<file path="src/rtl/sw_stream_driver.sv">
// sw_stream_driver: host-side transmitter for the Smith-Waterman core.
// Buffers one reference and one query sequence, streams them to the core as
// a single valid burst, waits for the core's finish pulse (with a watchdog),
// and presents the captured result to the host with a one-cycle done pulse.
module sw_stream_driver #(
    parameter int REF_LEN         = 64,
    parameter int QUERY_LEN       = 48,
    parameter int WIDTH_SCORE     = 8,
    parameter int WIDTH_POS_REF   = 7,
    parameter int WIDTH_POS_QUERY = 6,
    parameter int TIMEOUT         = 1023
) (
    input  logic                       clk,
    input  logic                       reset,
    input  logic                       wr_en,
    input  logic                       wr_sel,
    input  logic [5:0]                 wr_addr,
    input  logic [1:0]                 wr_data,
    input  logic                       start,
    output logic                       busy,
    output logic                       done,
    output logic                       timeout,
    output logic [WIDTH_SCORE-1:0]     res_max,
    output logic [WIDTH_POS_REF-1:0]   res_pos_ref,
    output logic [WIDTH_POS_QUERY-1:0] res_pos_query,
    output logic                       sw_valid,
    output logic [1:0]                 sw_data_ref,
    output logic [1:0]                 sw_data_query,
    input  logic                       sw_finish,
    input  logic [WIDTH_SCORE-1:0]     sw_max,
    input  logic [WIDTH_POS_REF-1:0]   sw_pos_ref,
    input  logic [WIDTH_POS_QUERY-1:0] sw_pos_query
);

    localparam int BW = $clog2(REF_LEN);
    localparam int WW = $clog2(TIMEOUT + 1);

    typedef enum logic [1:0] {S_IDLE, S_SEND, S_WAIT, S_DONE} state_t;

    state_t                     r_state, w_state_nxt;
    logic [BW-1:0]              r_beat, w_beat_nxt, w_beat_inc;
    logic [WW-1:0]              r_wait, w_wait_nxt;
    logic                       r_busy, w_busy_nxt;
    logic                       r_done, w_done_nxt;
    logic                       r_timeout, w_timeout_nxt;
    logic [WIDTH_SCORE-1:0]     r_max, w_max_nxt;
    logic [WIDTH_POS_REF-1:0]   r_pref, w_pref_nxt;
    logic [WIDTH_POS_QUERY-1:0] r_pq, w_pq_nxt;
    logic                       r_valid, w_valid_nxt;
    logic [1:0]                 r_dref, w_dref_nxt;
    logic [1:0]                 r_dq, w_dq_nxt;

    // Sequence buffers are deliberately left uncleared by reset.
    logic [1:0] r_ref   [REF_LEN];
    logic [1:0] r_query [QUERY_LEN];

    assign w_beat_inc = r_beat + BW'(1);

    // Host writes land only while idle and only inside each buffer's range.
    always_ff @(posedge clk) begin
        if (r_state == S_IDLE && wr_en) begin
            if (!wr_sel && int'(wr_addr) < REF_LEN)
                r_ref[wr_addr] <= wr_data;
            if (wr_sel && int'(wr_addr) < QUERY_LEN)
                r_query[wr_addr] <= wr_data;
        end
    end

    // Next-state and next-output logic; every output is registered below.
    always_comb begin
        w_state_nxt   = r_state;
        w_beat_nxt    = r_beat;
        w_wait_nxt    = r_wait;
        w_busy_nxt    = r_busy;
        w_done_nxt    = 1'b0;
        w_timeout_nxt = r_timeout;
        w_max_nxt     = r_max;
        w_pref_nxt    = r_pref;
        w_pq_nxt      = r_pq;
        w_valid_nxt   = r_valid;
        w_dref_nxt    = r_dref;
        w_dq_nxt      = r_dq;
        case (r_state)
            S_IDLE: begin
                if (start) begin
                    w_state_nxt   = S_SEND;
                    w_busy_nxt    = 1'b1;
                    w_valid_nxt   = 1'b1;
                    w_timeout_nxt = 1'b0;
                    w_beat_nxt    = '0;
                    w_dref_nxt    = r_ref[0];
                    w_dq_nxt      = r_query[0];
                end
            end
            S_SEND: begin
                if (r_beat == BW'(REF_LEN - 1)) begin
                    // Last beat has been on the bus for its cycle; close the burst.
                    w_state_nxt = S_WAIT;
                    w_valid_nxt = 1'b0;
                    w_dref_nxt  = 2'b00;
                    w_dq_nxt    = 2'b00;
                    w_wait_nxt  = '0;
                end else begin
                    w_beat_nxt = w_beat_inc;
                    w_dref_nxt = r_ref[w_beat_inc];
                    // Reference is longer than the query; pad the tail with zeros.
                    w_dq_nxt   = (int'(w_beat_inc) < QUERY_LEN) ? r_query[w_beat_inc] : 2'b00;
                end
            end
            S_WAIT: begin
                // A finish on the watchdog's final edge still counts as a result.
                if (sw_finish) begin
                    w_state_nxt = S_DONE;
                    w_done_nxt  = 1'b1;
                    w_max_nxt   = sw_max;
                    w_pref_nxt  = sw_pos_ref;
                    w_pq_nxt    = sw_pos_query;
                end else if (r_wait == WW'(TIMEOUT)) begin
                    w_state_nxt   = S_DONE;
                    w_done_nxt    = 1'b1;
                    w_timeout_nxt = 1'b1;
                    w_max_nxt     = '0;
                    w_pref_nxt    = '0;
                    w_pq_nxt      = '0;
                end else begin
                    w_wait_nxt = r_wait + WW'(1);
                end
            end
            S_DONE: begin
                w_state_nxt = S_IDLE;
                w_busy_nxt  = 1'b0;
            end
            default: begin
                w_state_nxt = S_IDLE;
                w_busy_nxt  = 1'b0;
                w_valid_nxt = 1'b0;
            end
        endcase
    end

    // State and output registers; reset aborts any job with no partial result.
    always_ff @(posedge clk or posedge reset) begin
        if (reset) begin
            r_state   <= S_IDLE;
            r_beat    <= '0;
            r_wait    <= '0;
            r_busy    <= 1'b0;
            r_done    <= 1'b0;
            r_timeout <= 1'b0;
            r_max     <= '0;
            r_pref    <= '0;
            r_pq      <= '0;
            r_valid   <= 1'b0;
            r_dref    <= 2'b00;
            r_dq      <= 2'b00;
        end else begin
            r_state   <= w_state_nxt;
            r_beat    <= w_beat_nxt;
            r_wait    <= w_wait_nxt;
            r_busy    <= w_busy_nxt;
            r_done    <= w_done_nxt;
            r_timeout <= w_timeout_nxt;
            r_max     <= w_max_nxt;
            r_pref    <= w_pref_nxt;
            r_pq      <= w_pq_nxt;
            r_valid   <= w_valid_nxt;
            r_dref    <= w_dref_nxt;
            r_dq      <= w_dq_nxt;
        end
    end

    assign busy          = r_busy;
    assign done          = r_done;
    assign timeout       = r_timeout;
    assign res_max       = r_max;
    assign res_pos_ref   = r_pref;
    assign res_pos_query = r_pq;
    assign sw_valid      = r_valid;
    assign sw_data_ref   = r_dref;
    assign sw_data_query = r_dq;

endmodule

</file>
<file path="config.mk">
export PLATFORM = sky130hd
export DESIGN_NAME = sw_stream_driver
export DESIGN_NICKNAME = d
export VERILOG_FILES = /design/src/rtl/sw_stream_driver.sv
export SDC_FILE = /design/constraint.sdc
export NUM_CORES = 1
export LEC_CHECK = 0
export ABC_AREA = 1
export CORE_MARGIN = 8
export CORE_UTILIZATION = 46
export DETAILED_ROUTE_END_ITERATION = 8
export PLACE_DENSITY = 0.7
export SYNTH_ARGS = -nofsm -noshare
export SYNTH_HDL_FRONTEND = slang
export SYNTH_SLANG_ARGS = --single-unit
</file>
<file path="constraint.sdc">
create_clock -name clk -period 5.7 [get_ports clk]
set_input_delay 1.14 -clock clk [delete_from_list [all_inputs] [get_ports clk]]
set_output_delay 1.14 -clock clk [all_outputs]
set_load 0.05 [all_outputs]
</file>
==> impl_metrics.py, run 1 <==
metrics = {
    "cells_and_area": {
        "finish.instance_area_um2": 14000,
        "final_cell_mix": "330 x nand2_1, 224 x edfxtp_1, 194 x nor2_1, 157 x nand3_1, 124 x inv_1",
        "n_fill_cell": 2229,
        "areaGrowthSynthToFinish_pct": 14.7,
        "final_util_pct": 53.7,
        "n_antenna_cell": 0,
        "final_nets": 1352,
        "final_common_cell": "nand2_1",
        "drive_above_1_share_pct": 5.79,
    },
    "cts": {
        "cts.path.max_buffers": 3,
        "post_cts_resized": 0,
        "clock-root-buffer": "clkbuf_16",
        "worstSkewPairLatency_ns": 0.54,
        "htreeDepth": 1,
        "cts.sinks": 271,
        "cts_buffers": 28,
        "postCtsSetupBuffers": 0,
        "clk_pin_slew_ns": 0.06,
        "cts_hold_buf": 0,
        "cts_tree": "done",
    },
    "timing": {
        "post-route-min-period_ns": 3.16,
        "slew_headroom_pct": 24.2,
        "holdWs_ns": 0.469,
        "hold_viol": 0,
        "tightest_slew_ns": 1.13,
        "rsz0062_at_grt": "no",
        "max_freq_mhz": 317,
        "final_max_slew_viol_count": 0,
        "finalSetupViolCount": 0,
        "skew_ns": 0.0180,
        "fin_crit_sh_pct": 55.4,
        "finalSetupTns_ns": 0,
    },
    "power": {
        "intPower_w": 0.00420,
        "seqPwrFrac_pct": 34.5,
        "powerDensity_nw_per_um2": 499,
        "combPwrFrac_pct": 39.4,
        "swShare_pct": 39.8,
        "ir_drop_mv": 0.351,
        "p_leak_nw": 5.53,
        "p_switching_w": 0.00278,
        "clockPowerShare_pct": 26.1,
    },
    "floorplanning": {
        "fp.dieArea_um2": 32000,
        "start_util_pct": 46.8,
        "die_height_um": 179,
        "core-area_um2": 26100,
        "row_count": 59,
        "fp.dieW_um": 179,
        "io-pin-count": 64,
    },
    "logic_synthesis": {
        "synth.distinct_cells": 31,
        "synth_area_um2": 12200,
        "synth.area.top_cells": "edfxtp_1 55%, nand2_1 10%, dfrtp_1 9.6%",
        "syn-num-nets": 1304,
        "synth-seq-cells": 271,
        "yosysTopAreaCell": "edfxtp_1",
        "async_reset_ff_share_pct": 17.3,
        "synth_edf_count": 224,
        "yosysSeqAreaShare_pct": 64.8,
        "synth_flop_cell": "edfxtp_1",
        "ys_warn_count": 0,
        "synthCells": 1263,
        "synth_top_cell_area_share_pct": 55.1,
        "syn_area_per_cell_um2": 9.66,
    },
    "setup_path": {
        "r2r-start": "r_beat[0]",
        "worst-path-max-fanout": 73,
        "critPathKind": "flip-flop to flip-flop",
        "startpoint": "r_beat[0]",
        "startpoint_type": "flip-flop",
        "end_kind": "flip-flop",
        "reg2regPathDepth": 13,
        "worstPathRequired_ns": 6.15,
        "critPathArrivalTime_ns": 3.61,
    },
    "placement": {
        "place_area_um2": 13100,
        "place_congestion": 0.816,
        "dp.final_hpwl_um": 17300,
        "numPortBuffers": 63,
    },
    "drt": {
        "firstDrtPassIters": 7,
        "finalWirelength_um": 28600,
        "postRouteAntennaNets": 0,
        "drt_first_iter_violations": 822,
        "drc": 0,
        "wl_per_cell_um": 17.2,
        "via_count": 8814,
        "viasPerCell": 5.29,
    },
    "worst_hold_path": {
        "hold_path.class": "flip-flop to flip-flop",
        "hold_depth": 2,
        "worstHoldStart": "res_pos_ref[1]",
    },
    "job": {
        "maxCapViolCount": 0,
    },
    "grt": {
        "grt_pass1_wl_um": 44100,
        "grt_max_degree": 79,
        "grt_usage_pct": 17.6,
        "first_global_vias": 8410,
        "antenna_found_initial": 0,
        "grt-ovfl-total": 0,
    },
    "status": {
        "status": "complete, no violations",
    },
}
==> Yosys cell counts, types with 2 or more instances <==
| library cell | instances |
|---|---|
| ha_1 | 6 |
| nor2_2 | 4 |
| buf_1 | 2 |
| inv_2 | 9 |
| o21ai_0 | 27 |
| xor2_1 | 7 |
| o211ai_1 | 9 |
| edfxtp_1 | 224 |
| inv_1 | 125 |
| clkbuf_1 | 25 |
| a21oi_1 | 17 |
| nand3_1 | 157 |
| o31ai_1 | 7 |
| xor2_2 | 2 |
| o22ai_1 | 3 |
| nand2_1 | 330 |
| nor3_1 | 16 |
| o21ai_1 | 16 |
| nand4_1 | 2 |
| buf_6 | 3 |
| xnor2_1 | 2 |
| buf_2 | 22 |
| dfrtp_1 | 47 |
| nor2_1 | 194 |
==> per-stage QoR <==
step / instances / power (W) / setup slack, ns
final: 1666 / 0.00699 / 2.54
after global routing: 1666 / 0.00739 / 2.31
after floorplan: 1263 / 0.00440 / 3.44
after detailed placement: 1616 / 0.00519 / 2.34
after global placement: 1616 / 0.00513 / 2.33
after CTS: 1666 / 0.00702 / 2.55
==> power by group through the flow <==
stage | Combinational [W] | Sequential [W] | Clock, W
floorplan | 0.00168 | 0.00272 | 0
global placement | 0.00268 | 0.00245 | 0
detailed placement | 0.00274 | 0.00245 | 0
CTS | 0.00276 | 0.00241 | 0.00185
global route | 0.00303 | 0.00243 | 0.00193
finish | 0.00275 | 0.00241 | 0.00182
==> cells by family after synthesis <==
kind of cell	after synthesis	synth area share, %
adder cells (fa/ha/maj)	6	0.615
AO/OA/AOI/OAI	80	3.65
AND/OR/NAND/NOR	707	23.8
XOR/XNOR	11	0.913
buffers and inverters	188	6.22
flip-flops	271	64.8
==> final timing paths <==
check,end,slack (ns)
min in group asynchronous,res_max[1],1.15
max in group asynchronous,r_beat[0],3.87
max,sw_data_ref[0],2.54
max reg2reg,sw_data_ref[0],2.54
min reg2reg,res_pos_ref[1],0.47
min,res_pos_ref[1],0.47
==> per-layer routing <==
metal | share of wire (%) | track usage, % | wire length, µm
met1 | 42 | 22.4 | 12000
met2 | 48 | 30.3 | 13600
met3 | 7.9 | 3.01 | 2250
met4 | 2.4 | 5.41 | 685
met5 | 0 | 0 | 0
==> worst max-delay path, stage by stage (launching register included) <==
cell and delay (ns):
dfrtp_4 0.72, buf_4 0.72, nand3_1 0.22, nand2_1 0.18, nand2_4 0.18, inv_2 0.33
nand3_1 0.12, nand2_1 0.12, nand2_1 0.07, nand2_1 0.10, inv_2 0.04, nand2_1 0.08
nand2_1 0.05, a21oi_1 0.13
==> cell type report <==
type                    instances  area, µm²  area share, %
clock inverters                11        108          0.769
flip-flops and latches        271       7910           56.5
repair buffers                 71        681           4.86
clock buffers                  39        831           5.93
multi-input cells             804       3550           25.3
inverters                     135        508           3.63
well taps                     335        419           2.99
==> state kept, by name (all words and copies together) (netlist names), 2 cells and up <==
register and cells:
res_pos_ref 7, sw_data_ref 2, r_beat 6, r_state 2, res_pos_query 6, sw_data_query 2, r_ref 128, res_max 8
r_query 96, r_wait 10
(Power assumes the default switching activity.)
==> run 2: changes to the inputs <==
clock period = 3.2 ns   (was 5.7 ns; I/O delays follow)
==> run 2 against run 1 <==
Sequential cell count unchanged. Final cell count grew 0.96%. Global-route usage grew 0.32 points. First-iteration DRC count is 8.6% lower. Hold slack better by 0.0019 ns. Total power grew 75%. Sequential share of layout area about the same. Fmax is 24% higher. Design area is essentially flat. Critical endpoint is now sw_data_query[0].
==> impl_metrics.py, run 2 (same netlist as run 1, synthesis figures left out) <==
metrics = {
    "grt": {
        "top_usage_layer": "met2",
        "globalRouteMet3Util_pct": 2.86,
        "grt_max_degree": 75,
        "grt_usage_pct": 17.9,
        "use_met2_pct": 29.2,
        "use_met1_pct": 24.4,
        "first_global_vias": 8568,
        "antenna_found_initial": 0,
        "grt_pass1_wl_um": 45400,
        "grt-ovfl-total": 0,
    },
    "drt": {
        "drc": 0,
        "viasPerCell": 5.27,
        "postRouteAntennaNets": 0,
        "finalWirelength_um": 28500,
        "via_count": 8871,
        "firstDrtPassIters": 5,
        "drt_first_iter_violations": 751,
        "wl_per_cell_um": 16.9,
    },
    "floorplanning": {
        "start_util_pct": 46.8,
        "row_count": 59,
        "fp.dieW_um": 179,
        "io-pin-count": 64,
        "die_height_um": 179,
        "core-area_um2": 26100,
        "fp.dieArea_um2": 32000,
    },
    "cts": {
        "cts_buffers": 28,
        "worstSkewPairLatency_ns": 0.53,
        "cts_tree": "done",
        "postCtsSetupBuffers": 0,
        "clk_pin_slew_ns": 0.06,
        "cts_hold_buf": 0,
        "cts.path.max_buffers": 3,
        "clock-root-buffer": "clkbuf_16",
        "post_cts_resized": 0,
        "cts.sinks": 271,
        "htreeDepth": 1,
    },
    "setup_path": {
        "cpMaxStageDelayCell": "buf_4",
        "critPathKind": "flip-flop to flip-flop",
        "r2r-end": "sw_data_query[0]",
        "cp_cell_sequence": "buf_4 -> nand3_1 -> nor2_2 -> inv_2 -> nand2_4 -> inv_2 -> nand3_1 -> nand3_1 -> nand3_1 -> nand2_1 -> nand2_1 -> a21oi_1",
        "worstPathRequired_ns": 3.61,
        "startpoint_type": "flip-flop",
        "regToRegSetupSlack_ns": 0.66,
        "crit_path_max_incr_delay_ns": 0.45,
        "worst-path-max-fanout": 49,
        "end_kind": "flip-flop",
        "reg2regPathDepth": 12,
        "critPathArrivalTime_ns": 2.96,
        "r2r-start": "r_beat[0]",
        "cpMostUsedCell": "nand3_1",
    },
    "placement": {
        "place_congestion": 0.795,
        "dp_cells": 1631,
        "dp.final_hpwl_um": 18500,
        "numPortBuffers": 63,
    },
    "cells_and_area": {
        "top_register": "r_ref",
        "stdcell_count": 1682,
        "areaGrowthSynthToFinish_pct": 14.8,
        "final_common_cell": "nand2_1",
        "largest_register_ff_count": 128,
        "drive_above_1_share_pct": 6.09,
        "n_antenna_cell": 0,
        "final_nets": 1367,
        "reg_top3": "r_ref (128), r_query (96), r_wait (10)",
        "final_cell_mix": "330 x nand2_1, 224 x edfxtp_1, 194 x nor2_1, 157 x nand3_1, 124 x inv_1",
    },
    "timing": {
        "skew_ns": 0.0109,
        "tightest_slew_ns": 0.707,
        "slew_headroom_pct": 52.5,
        "finalSetupTns_ns": 0,
        "rsz0062_at_grt": "no",
        "hold_viol": 0,
        "finalSetupViolCount": 0,
        "final_max_slew_viol_count": 0,
        "max_freq_mhz": 393,
        "post-route-min-period_ns": 2.54,
        "fin_crit_sh_pct": 79.5,
    },
    "worst_hold_path": {
        "worstHoldStart": "res_pos_query[3]",
        "hold_path.class": "flip-flop to flip-flop",
        "hold_depth": 2,
        "hold_end": "res_pos_query[3]",
    },
    "power": {
        "p_leak_nw": 5.54,
        "p_switching_w": 0.00494,
        "ir_drop_mv": 0.757,
        "intPower_w": 0.00729,
        "seqPwrFrac_pct": 34.6,
        "clockPowerShare_pct": 23.9,
        "combPwrFrac_pct": 41.6,
        "swShare_pct": 40.4,
        "powerDensity_nw_per_um2": 873,
    },
    "job": {
        "maxCapViolCount": 0,
    },
    "status": {
        "status": "complete, no violations",
    },
}
run 2: worst max-delay path: cells and delay by family, from the launching register on:
kind	cells	cell delay (ns)
AOI/OAI and AO/OA	1	0.05
buffers and inverters	3	0.72
DFF	1	0.44
and+or+nand+nor	8	1.21
run 2: area by class of cell:
type / instances / area (µm²)
Fill cell: 2258 / 12100
Sequential cell: 271 / 7910
Multi-Input combinational cell: 804 / 3550
Timing Repair Buffer: 86 / 806
Clock buffer: 42 / 774
Inverter: 135 / 508
Tap cell: 335 / 419
Clock inverter: 9 / 45.0
run 2: worst max-delay path by stage:
| stage | endpoint | slack [ns] | from | depth (start not counted) |
|---|---|---|---|---|
| floorplan | sw_data_ref[0] | 1.39 | r_beat[1] | 13 |
| global placement | r_ref[19][0] | 0.42 | wr_addr[4] | 5 |
| finish | sw_data_query[0] | 0.66 | r_beat[0] | 12 |
| global route | sw_data_query[0] | 0.48 | r_beat[0] | 11 |
| CTS | sw_data_ref[0] | 0.67 | r_beat[0] | 13 |
| detailed placement | r_ref[21][1] | 0.39 | wr_addr[4] | 5 |
run 2: per-layer routing:
layer | part of all wire (%) | wire, µm | vias up
met1 | 43 | 12200 | 4240
met2 | 47 | 13300 | 297
met4 | 1.8 | 522 | 0
li1 | - | - | 4295
met5 | 0 | 0 | -
met3 | 8.4 | 2400 | 39
run 2: power groups by stage:
stage	registers [W]	logic, W	clock network, W
floorplan	0.00484	0.00299	0
global placement	0.00429	0.00492	0
detailed placement	0.00430	0.00505	0
CTS	0.00423	0.00509	0.00298
global route	0.00426	0.00561	0.00311
finish	0.00423	0.00508	0.00292
run 2: metrics by stage:
stage	hold slack [ns]	setup slack (ns)	utilization (%)	total power [W]	area (µm²)
CTS	0.473	0.672	53.7	0.0123	14000
global route	0.499	0.480	53.7	0.0130	14000
floorplan	0.474	1.39	-	0.00783	12200
global placement	0.453	0.420	50.6	0.00921	13200
detailed placement	0.459	0.387	50.6	0.00935	13200
finish	0.471	0.656	53.7	0.0122	14000
==> run 3: changes to the inputs <==
clock period = 2.4 ns   (was 3.2 ns; I/O delays follow)
==> run 3 against run 2 <==
First-iteration DRC count rose by 20%. Die area unchanged. Clock power is 54% higher. Register-to-register slack worse by 0.46 ns. Clock skew grew 0.0022 ns. Global-route usage fell by 0.56 points. Critical endpoint is now sw_data_ref[1]. Clock-buffer cell count is 3 lower. Sequential share of layout area is 1.2 points lower. Core utilization up 1.2 points.
==> impl_metrics.py, run 3 (same netlist as run 1, synthesis figures left out) <==
metrics = {
    "status": {
        "status": "complete, no violations",
    },
    "cells_and_area": {
        "final_nets": 1373,
        "largest_register_ff_count": 128,
        "final_cell_mix": "330 x nand2_1, 224 x edfxtp_1, 194 x nor2_1, 157 x nand3_1, 124 x inv_1",
        "top_register": "r_ref",
        "n_antenna_cell": 0,
        "final_util_pct": 54.9,
        "areaGrowthSynthToFinish_pct": 17.2,
        "final_common_cell": "nand2_1",
        "reg_top3": "r_ref (128), r_query (96), r_wait (10)",
        "stdcell_count": 1689,
        "drive_above_1_share_pct": 6.94,
    },
    "cts": {
        "cts.path.max_buffers": 3,
        "cts_tree": "done",
        "clock-root-buffer": "clkbuf_16",
        "cts_hold_buf": 0,
        "worstSkewPairLatency_ns": 0.55,
        "clk_pin_slew_ns": 0.06,
        "cts.sinks": 271,
        "htreeDepth": 1,
        "cts_buffers": 29,
    },
    "timing": {
        "slew_headroom_pct": 60.1,
        "holdWs_ns": 0.410,
        "fin_crit_sh_pct": 92.9,
        "max_freq_mhz": 449,
        "final_max_slew_viol_count": 0,
        "finalSetupViolCount": 0,
        "tightest_slew_ns": 0.598,
        "finalSetupTns_ns": 0,
        "post-route-min-period_ns": 2.23,
        "skew_ns": 0.0131,
        "rsz0062_at_grt": "no",
        "hold_viol": 0,
    },
    "drt": {
        "drc": 0,
        "drt_first_iter_violations": 899,
        "postRouteAntennaNets": 0,
        "wl_per_cell_um": 16.5,
        "viasPerCell": 5.28,
        "via_count": 8916,
        "firstDrtPassIters": 5,
        "finalWirelength_um": 27900,
    },
    "grt": {
        "use_met2_pct": 29.2,
        "antenna_found_initial": 0,
        "top_usage_layer": "met2",
        "use_met1_pct": 22.8,
        "grt_usage_pct": 17.4,
        "first_global_vias": 8593,
        "grt_max_degree": 113,
        "globalRouteMet3Util_pct": 2.84,
        "grt-ovfl-total": 0,
        "grt_pass1_wl_um": 44000,
    },
    "placement": {
        "place_congestion": 0.783,
        "numPortBuffers": 63,
        "dp_cells": 1636,
        "dp.final_hpwl_um": 17000,
    },
    "setup_path": {
        "r2r-start": "r_beat[0]",
        "crit_path_max_incr_delay_ns": 0.84,
        "path_delay_family": "buffers and inverters",
        "end_kind": "primary output",
        "startpoint": "sw_data_ref[1]",
        "startpoint_type": "flip-flop",
        "cp_num_buf_inv": 1,
        "critPathArrivalTime_ns": 1.75,
        "regToRegSetupSlack_ns": 0.20,
        "worst-path-max-fanout": 2,
        "cpMaxStageDelayCell": "clkdlybuf4s50_1",
        "reg2regPathDepth": 14,
        "worstPathRequired_ns": 1.92,
        "cp_cell_sequence": "clkdlybuf4s50_1",
        "r2r-end": "sw_data_ref[0]",
        "critPathKind": "flip-flop to primary output",
    },
    "power": {
        "ir_drop_mv": 0.881,
        "p_leak_nw": 5.67,
        "powerDensity_nw_per_um2": 1190,
    },
    "floorplanning": {
        "die_height_um": 179,
        "fp.dieW_um": 179,
        "io-pin-count": 64,
        "fp.dieArea_um2": 32000,
        "core-area_um2": 26100,
        "start_util_pct": 46.8,
        "row_count": 59,
    },
    "job": {
        "maxCapViolCount": 0,
    },
    "worst_hold_path": {
        "hold_path.class": "input pin to async pin",
    },
}
run 3: cell count changes in the layout (fill, tap and decap cells not counted), moves of 2 or more:
cell and change:
buf_12 +8, clkbuf_1 -6, buf_4 -4, bufinv_16 +4
clkbuf_8 +3, clkinv_2 -2, clkinvlp_4 +2
run 3: how the worst max path moves through the flow:
| stage | to | slack [ns] | cells past startpoint |
|---|---|---|---|
| finish | sw_data_ref[1] | 0.17 | 1 |
| global route | sw_data_ref[0] | 0.03 | 14 |
| CTS | sw_data_ref[0] | 0.13 | 1 |
| detailed placement | r_ref[23][1] | 0.05 | 6 |
| global placement | r_ref[55][0] | 0.06 | 6 |
| floorplan | sw_data_ref[0] | 0.59 | 13 |
run 3: final cells by class:
type	instances	area (µm²)
Fill cell	2238	11800
Sequential cell	271	7910
Multi-Input combinational cell	804	3550
Timing Repair Buffer	91	947
Clock buffer	39	793
Inverter	135	508
Tap cell	335	419
Clock inverter	14	185
run 3: per-layer routing:
layer,part of all wire (%),up-vias
met5,0,-
met4,2.6,0
met3,7.9,54
met2,47,329
met1,43,4236
li1,-,4297
run 3: where the power goes:
part | leakage [nW] | switching (W) | internal [W] | total [W]
sequential | 2.61 | 0.000208 | 0.00542 | 0.00563
combinational | 2.59 | 0.00467 | 0.00226 | 0.00693
clock | 0.472 | 0.00176 | 0.00275 | 0.00451
run 3: what timing repair did:
item	in CTS	in global routing
endpoints found under the setup margin	0	2
resized for setup	0	1
buffers inserted	0	0
hold endpoints to repair	0	0
run 3: through the flow:
stage | worst slack, ns | area, µm² | power (W)
after CTS | 0.133 | 14300 | 0.0172
after global routing | 0.0302 | 14300 | 0.0181
after global placement | 0.0597 | 13300 | 0.0125
after detailed placement | 0.0549 | 13300 | 0.0127
after floorplan | 0.587 | 12200 | 0.0104
final | 0.171 | 14300 | 0.0171
